==> src/rtl/mem_arbiter.sv <==
// Three-port arbiter sharing one single-port RAM: video read (0), CPU data R/W (1), CPU fetch (2).
// Optional rotating priority when ARB_ROUND_ROBIN_EN is defined; fixed priority 0 > 1 > 2 otherwise.
module mem_arbiter #(
    parameter int unsigned ADDR_W      = 15,
    parameter int unsigned DATA_W      = 16,
    parameter int unsigned MEM_LATENCY = 1
) (
    input  logic              clk,
    input  logic              reset,
    input  logic [2:0]        req,
    input  logic              we1,
    input  logic [ADDR_W-1:0] addr0,
    input  logic [ADDR_W-1:0] addr1,
    input  logic [ADDR_W-1:0] addr2,
    input  logic [DATA_W-1:0] wdata1,
    output logic [2:0]        ack,
    output logic [2:0]        gnt,
    output logic [DATA_W-1:0] rdata,
    output logic              mem_en,
    output logic              mem_we,
    output logic [ADDR_W-1:0] mem_addr,
    output logic [DATA_W-1:0] mem_wdata,
    input  logic [DATA_W-1:0] mem_rdata
);

    localparam int unsigned CNT_W = 3;

    typedef enum logic [1:0] {IDLE, ISSUE, WAIT, ACK} state_e;

    state_e             state_q, state_d;
    logic [CNT_W-1:0]   cnt_q, cnt_d;
    logic [2:0]         gnt_q, gnt_d;
    logic [2:0]         ack_q, ack_d;
    logic [DATA_W-1:0]  rdata_q, rdata_d;
    logic               mem_en_q, mem_en_d;
    logic               mem_we_q, mem_we_d;
    logic [ADDR_W-1:0]  mem_addr_q, mem_addr_d;
    logic [DATA_W-1:0]  mem_wdata_q, mem_wdata_d;
    logic [2:0]         win_oh;

`ifdef ARB_ROUND_ROBIN_EN
    // ptr_q names the port currently holding highest priority.
    logic [1:0] ptr_q, ptr_d;

    always_comb begin
        win_oh = 3'b000;
        unique case (ptr_q)
            2'd1:    win_oh = req[1] ? 3'b010 : req[2] ? 3'b100 : req[0] ? 3'b001 : 3'b000;
            2'd2:    win_oh = req[2] ? 3'b100 : req[0] ? 3'b001 : req[1] ? 3'b010 : 3'b000;
            default: win_oh = req[0] ? 3'b001 : req[1] ? 3'b010 : req[2] ? 3'b100 : 3'b000;
        endcase
    end
`else
    always_comb begin
        win_oh = req[0] ? 3'b001 : req[1] ? 3'b010 : req[2] ? 3'b100 : 3'b000;
    end
`endif

    // Next-state and registered-output logic.
    always_comb begin
        state_d     = state_q;
        cnt_d       = cnt_q;
        gnt_d       = gnt_q;
        ack_d       = 3'b000;
        rdata_d     = rdata_q;
        mem_en_d    = 1'b0;
        mem_we_d    = 1'b0;
        mem_addr_d  = mem_addr_q;
        mem_wdata_d = mem_wdata_q;
`ifdef ARB_ROUND_ROBIN_EN
        ptr_d       = ptr_q;
`endif
        unique case (state_q)
            IDLE: begin
                if (|req) begin
                    gnt_d      = win_oh;
                    mem_en_d   = 1'b1;
                    mem_we_d   = win_oh[1] & we1;
                    mem_addr_d = win_oh[0] ? addr0 : win_oh[1] ? addr1 : addr2;
                    if (win_oh[1]) begin
                        mem_wdata_d = wdata1;
                    end
`ifdef ARB_ROUND_ROBIN_EN
                    ptr_d = win_oh[0] ? 2'd1 : win_oh[1] ? 2'd2 : 2'd0;
`endif
                    state_d = ISSUE;
                end
            end
            ISSUE: begin
                if (mem_we_q) begin
                    ack_d   = gnt_q;
                    state_d = ACK;
                end else begin
                    cnt_d   = CNT_W'(MEM_LATENCY - 1);
                    state_d = WAIT;
                end
            end
            WAIT: begin
                if (cnt_q == '0) begin
                    rdata_d = mem_rdata;
                    ack_d   = gnt_q;
                    state_d = ACK;
                end else begin
                    cnt_d = cnt_q - CNT_W'(1);
                end
            end
            ACK: begin
                gnt_d   = 3'b000;
                state_d = IDLE;
            end
            default: state_d = IDLE;
        endcase
    end

    always_ff @(posedge clk) begin
        if (reset) begin
            state_q     <= IDLE;
            cnt_q       <= '0;
            gnt_q       <= '0;
            ack_q       <= '0;
            rdata_q     <= '0;
            mem_en_q    <= 1'b0;
            mem_we_q    <= 1'b0;
            mem_addr_q  <= '0;
            mem_wdata_q <= '0;
`ifdef ARB_ROUND_ROBIN_EN
            ptr_q       <= 2'd0;
`endif
        end else begin
            state_q     <= state_d;
            cnt_q       <= cnt_d;
            gnt_q       <= gnt_d;
            ack_q       <= ack_d;
            rdata_q     <= rdata_d;
            mem_en_q    <= mem_en_d;
            mem_we_q    <= mem_we_d;
            mem_addr_q  <= mem_addr_d;
            mem_wdata_q <= mem_wdata_d;
`ifdef ARB_ROUND_ROBIN_EN
            ptr_q       <= ptr_d;
`endif
        end
    end

    assign ack       = ack_q;
    assign gnt       = gnt_q;
    assign rdata     = rdata_q;
    assign mem_en    = mem_en_q;
    assign mem_we    = mem_we_q;
    assign mem_addr  = mem_addr_q;
    assign mem_wdata = mem_wdata_q;

endmodule
==> config.mk <==
export PLATFORM = sky130hd
export DESIGN_NAME = mem_arbiter
export DESIGN_NICKNAME = d
export VERILOG_FILES = /design/src/rtl/mem_arbiter.sv
export SDC_FILE = /design/constraint.sdc
export NUM_CORES = 1
export LEC_CHECK = 0
export BUFFER_PORTS_ARGS = -buffer_cell sky130_fd_sc_hd__buf_2
export CAP_MARGIN = 30
export CORE_MARGIN = 4
export CORE_UTILIZATION = 41
export CTS_BUF_LIST = sky130_fd_sc_hd__clkbuf_8
export DETAILED_ROUTE_END_ITERATION = 16
export PLACE_DENSITY = 0.76
export SYNTH_ARGS = -nofsm -noshare
export SYNTH_HDL_FRONTEND = slang
export SYNTH_SLANG_ARGS = --single-unit
==> constraint.sdc <==
create_clock -name clk -period 2.07 [get_ports clk]
set_clock_uncertainty 0.1 [all_clocks]
set_input_delay 0.414 -clock clk [delete_from_list [all_inputs] [get_ports clk]]
set_output_delay 0.414 -clock clk [all_outputs]
set_load 0.03 [all_outputs]
# Yosys cells after proc, flatten, opt, wreduce, memory -nomap -nowiden
# Index checks and enable logic that the tools add are counted.
[totals]
register_bits = 60
input_bits = 83
out_inout_bits = 55
[op_classes]
eq_ne = 7
n_reduce_logical = 13
n_mux = 18
n_addsub = 1
n_bitwise = 3
[op_table]
columns = ["op", "count"]
rows = [
  ["$mux 15", 2],
  ["$mux 3", 8],
  ["$pmux 3 s2", 3],
  ["$ne 2x2->1 const B", 4],
  ["$pmux 2 s4", 1],
  ["$reduce_and 2->1", 4],
  ["$reduce_and 3->1", 2],
  ["$reduce_or 3->1", 2],
  ["$eq 2x2->1 const B", 2],
  ["$mux 2", 2],
  ["$reduce_bool 2->1", 2],
  ["$logic_not 3->1", 1],
  ["$sub 3x1->3 const B", 1],
  ["$eq 2x1->1 const B", 1],
  ["$logic_not 2->1", 1],
  ["$mux 1", 2],
  ["$not 1->1", 2],
  ["$reduce_or 2->1", 1],
  ["$and 1x1->1", 1],
]

# Depth between registers and ports, before layout
# Gate-level depths: netlist of run 1.
[logic_depth]
depth_word = 5
mapped_depth = 8
mapped_depth_nobuf = 6

# Worst setup path before layout of run 1
# Ideal clock, no wire load.
[synth_timing]
kind = "reg-to-reg"
from = "reg state_q[0]"
to = "reg state_q[1]"
t_required_ps = 1842
synth_period_minus_slack_ps = 1703
path_stages_with_launch = 7
slack_ps = 367
arrival_time_ps = 1475
cell_sequence = "dfxtp_1 > inv_1 > ha_1 > or4b_4 > o21ai_2 > mux2i_1 > nor2_1"
[synth_between]
elab_chain_cells = 3
[synth_rtl]
columns = ["item", "line_no", "rtl"]
rows = [
  ["from (decl)", "30", "state_e state_q, state_d;"],
  ["from (signal assigned)", "130", "state_q <= state_d;"],
  ["$eq 2x2->1 or $logic_not 2->1 (tied branches)", "73", "unique case (state_q)"],
  ["$ne 2x2->1 (no line)", "n/a", ""],
  ["$reduce_and 2->1 (no line)", "n/a", ""],
]
# Several ways; a longest one is shown, not always the timed one.
# A chain may end at the register's enable or synchronous reset.

# Worst setup path after layout of run 1
# Same ends and word-level chain as after synthesis.

==> flow_summary.yaml, run 1 <==
job:
  maxCapViolCount: 0
hold_path:
  min_path_cells: 3
  hold_path_class: "input port to flip-flop"
clocking:
  clk-insertion-delay-late_ns: 0.32
  tritoncts: "built"
  cts_sinks: 60
  clk_root_buffer_cell: "clkbuf_8"
  cts_max_level: 3
  cts_buffers: 9
  hold_buffers: 0
  path_clk_slew_ns: 0.06
  clock_path_buffers: 2
  cts.repair.resized: 0
  post_cts_buffers: 0
worst_setup_path:
  crit_fanout: 5
  r2r_cells: 6
  worstPathArrival_ns: 1.95
  cp.required_ns: 2.17
  critPathLaunchType: "flip-flop"
  critical_path_class: "flip-flop to flip-flop"
  cp-end-kind: "flip-flop"
yosys:
  synthMuxAreaShare_pct: 6.816
  synth_top_area_share_pct: 47.76
  seq_area_frac_synth_pct: 47.76
  netlist_instances: 311
  avgSynthCellArea_um2: 8.087
  synth_top_family_by_area: "simple AND/OR/NAND/NOR gates"
  synth_cell_types: 32
  yosys.area_share.simple_pct: 20.25
  yosys.cell_count.top_type: "nand2_1"
  synth_fa_ha_area_share_pct: 3.483
  synthTopCellsByArea: "dfxtp_1 48%, nand2_1 13%, a21oi_1 11%"
  yosys_warnings: 0
  ys_ff_latch: 60
  netlist_area_um2: 2515
  synth_xor_area_share_pct: 0
  synth_top_area_cell: "dfxtp_1"
  ys_top_cells_by_count: "84 x nand2_1, 60 x dfxtp_1, 53 x a21oi_1"
  synth_compound_area_share_pct: 17.01
  ys_async_sr_fraction_pct: 0
  synth_edf_count: 0
  synth_top_flop_cell: "dfxtp_1"
  synth_fp_nets: 401
routing:
  drtAntennaViolNets: 0
  routed_wl_um: 6428
  drt_pre_antenna_iters: 4
  via_per_inst: 4.802
  num_vias: 2521
  first_iter_violations: 66
  drc: 0
  routedWlPerCell_um: 12.24
die:
  core_area_um2: 5921
  dieWidth_um: 86.32
  rows: 28
  ios: 138
  die_area_um2: 7451
  start_util_pct: 42.48
  die_y_um: 86.32
placed_design:
  gp_congestion: 0.7719
  hpwl_um: 5004
  port-buffer-count: 137
  placedCellCount: 510
sta:
  finalHoldViolCount: 0
  worstMarginPinSlew_ns: 0.5036
  fin_crit_ns: 1.853
  setup_viol: 0
  fin_tns_setup_ns: 0
  slew_headroom_pct: 66.42
  period_share_pct: 89.51
  rsz0062_at_grt: "no"
  slew_violations: 0
  max_freq_ghz: 0.5397
grt:
  grt.total_usage_pct: 17.69
  grt_first_pass_wirelength_um: 10490
  grt_pass1_vias: 2422
  grt_max_degree: 37
  antenna_found_initial: 0
  overflow: 0
pwr:
  p_leak_uw: 0.001669
  irDropWorstVdd_uv: 562.3
  power_density_nw_per_um2: 1137
final_layout:
  syn2layout_area_growth_pct: 36.62
  n_antenna_cell: 0
  final_nets: 536
  drive_gt1_share_pct: 36.00
  fillCellCount: 574
  final_cell_count_no_fill: 525
status:
  status: "finished, final reports clean"
cell usage in the layout (no fill, tap or decap):
master,count
a211oi_1,1
a21oi_1,53
a22oi_1,1
a2bb2oi_1,1
a32oi_1,1
and2_1,5
and2b_1,1
buf_2,137
buf_4,7
bufinv_16,1
clkbuf_8,10
clkinv_2,1
dfxtp_1,60
ha_1,7
inv_1,9
mux2_2,1
mux2i_1,16
nand2_1,84
nand2b_1,1
nand3b_1,1
nor2_1,22
nor2b_1,2
nor3_1,1
nor3b_1,1
o21ai_0,17
o21ai_2,2
o31ai_1,2
o31ai_2,1
or2_2,1
or3_1,1
or4_1,1
or4b_4,1
worst max-delay path, cell delays in order (launching register included):
cell,delay (ns)
dfxtp_1,0.33
inv_1,0.16
ha_1,0.26
or4b_4,0.50
o21ai_2,0.11
mux2i_1,0.22
nor2_1,0.05
logic make-up after synthesis:
kind of cell | Yosys count
DFF | 60
buffers and inverters | 26
muxes | 17
and+or+nand+nor | 122
AOI/OAI and AO/OA | 79
adders and majority gates | 7
through the flow:
step / instance area (um^2) / hold WS (ns) / power, uW / util [%] / setup slack [ns]
finish: 3436 / 0.2279 / 3907 / 58.03 / 0.2171
global route: 3436 / 0.2147 / 4191 / 58.03 / 0.07427
CTS: 3436 / 0.2059 / 3966 / 58.03 / 0.2049
detailed placement: 3252 / 0.3373 / 2980 / 54.92 / 0.2168
global placement: 3252 / 0.3298 / 2939 / 54.92 / 0.3147
floorplan: 2515 / 0.3538 / 2532 / - / 0.3672
report_power, final:
group | internal, uW | switching [uW] | total [uW]
Clock | 567 | 404 | 971
Combinational | 465 | 979 | 1440
Sequential | 1380 | 114 | 1490
path summary, 6_finish.rpt:
check	startpoint	slack, ns	end
hold reg to reg	mem_addr[0]	0.34	mem_addr[0]
setup reg to reg	state_q[0]	0.22	state_q[1]
setup / recovery	state_q[0]	0.22	state_q[1]
hold / removal	we1	0.23	mem_we
final cells by class:
type	instances	area [um^2]	area share, %
clock inverter	5	46.29	1.347
multi-input combinational	225	1196	34.81
timing repair buffer	144	738.2	21.49
tap	75	93.84	2.731
sequential	60	1201	34.96
clock buffer	10	137.6	4.006
inverter	6	22.52	0.6555
sequential cells by signal, summed over array words and instances (netlist names):
register	flops
mem_addr	15
mem_we	1
gnt	3
rdata	16
cnt_q	3
mem_en	1
state_q	2
mem_wdata	16
ack	3
metal layers:
| layer | vias to the layer above | wire length [um] | track usage [%] |
|---|---|---|---|
| met5 | - | 0 | 0 |
| met4 | 0 | 75 | 7.790 |
| met3 | 8 | 866 | 7.414 |
| met2 | 122 | 2968 | 30.04 |
| met1 | 1090 | 2518 | 19.21 |
| li1 | 1301 | - | - |
(Power assumes the default switching activity.)
==> run 2, diff against run 1 <==
--- a/config.mk
+++ b/config.mk
@@ -5,13 +5,14 @@
 export SDC_FILE = /design/constraint.sdc
 export NUM_CORES = 1
 export LEC_CHECK = 0
+export ABC_AREA = 1
 export BUFFER_PORTS_ARGS = -buffer_cell sky130_fd_sc_hd__buf_2
 export CAP_MARGIN = 30
 export CORE_MARGIN = 4
 export CORE_UTILIZATION = 41
 export CTS_BUF_LIST = sky130_fd_sc_hd__clkbuf_8
 export DETAILED_ROUTE_END_ITERATION = 16
-export PLACE_DENSITY = 0.76
+export PLACE_DENSITY = 0.74
 export SYNTH_ARGS = -nofsm -noshare
 export SYNTH_HDL_FRONTEND = slang
 export SYNTH_SLANG_ARGS = --single-unit
==> run 2 against run 1 <==
Against the previous run:
- power rose by 23%
- design area grew 5.9%
- clock power up 18%
- sequential cell count unchanged
- largest cell class is now multi-input gates
==> flow_summary.yaml, run 2 <==
status:
  status: "finished, final reports clean"
worst_setup_path:
  worstPathArrival_ns: 1.82
  cp_slowest_stage_delay_ns: 0.37
  cp-end-kind: "flip-flop"
  r2r_start: "state_q[0]"
  critPathSlowestCell: "dfxtp_1"
  reg2reg_setup_slack_ns: 0.41
  crit_chain: "inv_1, ha_1, nand3_2, buf_4, nand4_1, nand2_1, inv_1, nor2_1"
  crit_fanout: 34
  cp.required_ns: 2.23
  critical_path_class: "flip-flop to flip-flop"
  critPathLaunchType: "flip-flop"
  cpMostUsedCell: "inv_1"
  r2r_cells: 8
  r2r_end: "cnt_q[2]"
final_layout:
  fillCellCount: 610
  n_antenna_cell: 0
  syn2layout_area_growth_pct: 35.08
  most-common-layout-cells: "137 x buf_2, 131 x nand2_1, 60 x dfxtp_1"
  multi_input_area_um2: 1207
  final_common_cell: "buf_2"
  regArea_um2: 1201
  final_nets: 611
  drive_gt1_share_pct: 31.18
die:
  ios: 138
  start_util_pct: 42.40
  rows: 29
  core_area_um2: 6350
  die_y_um: 89.04
  dieWidth_um: 89.04
  die_area_um2: 7928
grt:
  grt_pass1_vias: 2433
  grt.total_usage_pct: 17.31
  overflow: 0
  grt_first_pass_wirelength_um: 10720
  grt_max_degree: 35
  antenna_found_initial: 0
routing:
  drt_pre_antenna_iters: 4
  drtAntennaViolNets: 0
  via_per_inst: 4.547
  routed_wl_um: 6946
  num_vias: 2742
  drc: 0
  routedWlPerCell_um: 11.52
  first_iter_violations: 103
pwr:
  power_density_nw_per_um2: 1325
  p_clk_share_pct: 23.9
  p_leak_uw: 0.001895
  share_comb_of_total_power_pct: 42.9
  irDropWorstVdd_uv: 721.6
  p_seq_share_pct: 33.2
  finalPower_uw: 4820
  net-switching-power_uw: 1989
  p_int_uw: 2831
  power_switching_share_pct: 41.26
sta:
  finalHoldViolCount: 0
  rsz0062_at_grt: "no"
  setup_viol: 0
  worstMarginPinSlew_ns: 0.4222
  slew_violations: 0
  slew_headroom_pct: 71.85
  fin_crit_ns: 1.656
  fin_tns_setup_ns: 0
  period_share_pct: 80.00
  max_freq_ghz: 0.6039
clocking:
  path_clk_slew_ns: 0.07
  cts_buffers: 9
  clock_path_buffers: 2
  post_cts_buffers: 0
  clk_root_buffer_cell: "clkbuf_8"
  cts.repair.resized: 0
  hold_buffers: 0
  cts_sinks: 60
  cts_max_level: 3
  clk-insertion-delay-late_ns: 0.32
  tritoncts: "built"
placed_design:
  gp_congestion: 0.7171
  hpwl_um: 5192
  port-buffer-count: 137
yosys:
  synthTopCellsByArea: "dfxtp_1 45%, nand2_1 18%, a21oi_1 7.1%"
  synth_top_flop_cell: "dfxtp_1"
  yosys_warnings: 0
  synth_fp_nets: 476
  ys_ff_latch: 60
  seq_area_frac_synth_pct: 44.61
  synth_cell_types: 24
  ys_async_sr_fraction_pct: 0
  ys_top_cells_by_count: "131 x nand2_1, 60 x dfxtp_1, 44 x inv_1"
  netlist_area_um2: 2693
  synth_top_area_share_pct: 44.61
  synth_top_area_cell: "dfxtp_1"
  avgSynthCellArea_um2: 6.976
  netlist_instances: 386
  yosys.cell_count.top_type: "nand2_1"
  synth_edf_count: 0
job:
  maxCapViolCount: 0
hold_path:
  min_from: "wdata1[9]"
  hold_path_class: "input port to flip-flop"
  hold_end: "mem_wdata[9]"
  min_path_cells: 3
run 2: changes by cell type in the layout (fill, tap and decap cells not counted), moves of 3 or more:
cell	previous run	this run
nand2_1	84	131
nor2_1	22	37
nand3_1	0	19
inv_1	9	45
buf_4	7	2
mux2i_1	16	0
nand4_1	0	3
a21oi_1	53	38
and2_1	5	0
run 2: critical path: cells and delay by family, from the launching register on:
kind	cells	cell delay [ns]
flops	1	0.37
fa+ha+maj	1	0.29
simple gates	4	0.39
buf+inv	3	0.46
run 2: kinds of logic after synthesis:
kind of cell / Yosys count / share of synthesized area (%)
simple gates: 200 / 31.09
buf+inv: 63 / 10.55
compound gates: 56 / 10.50
fa+ha+maj: 7 / 3.253
flops: 60 / 44.61
run 2: per-stage QoR:
stage	cell area (um^2)	cells	setup WS [ns]	hold WS (ns)	utilization [%]
2_1_floorplan	2693	386	0.6159	0.3831	-
3_3_place_gp	3421	587	0.2864	0.3266	53.87
3_5_place_dp	3421	587	0.1791	0.3309	53.87
4_1_cts	3637	603	0.4159	0.2117	57.28
5_1_grt	3637	603	0.2539	0.2066	57.28
6_report	3637	603	0.4140	0.2232	57.28
run 2: layout make-up:
cell class                      instances  area share, %
Tap cell                               77          2.649
Clock buffer                           10          3.784
Sequential cell                        60          33.02
Inverter                               46          4.816
Clock inverter                          6          2.167
Timing Repair Buffer                  141          20.36
Multi-Input combinational cell        263          33.20
run 2: power groups by stage:
stage	Sequential, uW	Clock (uW)	Combinational (uW)
after detailed placement	1630	0	2080
after global placement	1620	0	2020
after CTS	1600	1170	2090
after floorplan	2110	0	1060
final	1600	1150	2070
after global routing	1640	1240	2300
run 2: worst max path at each step:
stage,start,to,slack (ns),cells past startpoint
4_1_cts,state_q[0],cnt_q[2],0.42,8
2_1_floorplan,state_q[0],rdata[13],0.62,6
5_1_grt,state_q[0],cnt_q[2],0.25,8
6_report,state_q[0],cnt_q[2],0.41,8
3_3_place_gp,req[0],mem_addr[10],0.29,8
3_5_place_dp,req[0],mem_addr[0],0.18,8
run 2: routing by layer:
layer / track usage (%) / wire (um) / vias to the layer above
met4: 5.819 / 53 / 0
met1: 19.46 / 2900 / 1197
met3: 5.438 / 462 / 4
li1: - / - / 1466
met2: 30.97 / 3530 / 75
met5: 0 / 0 / -
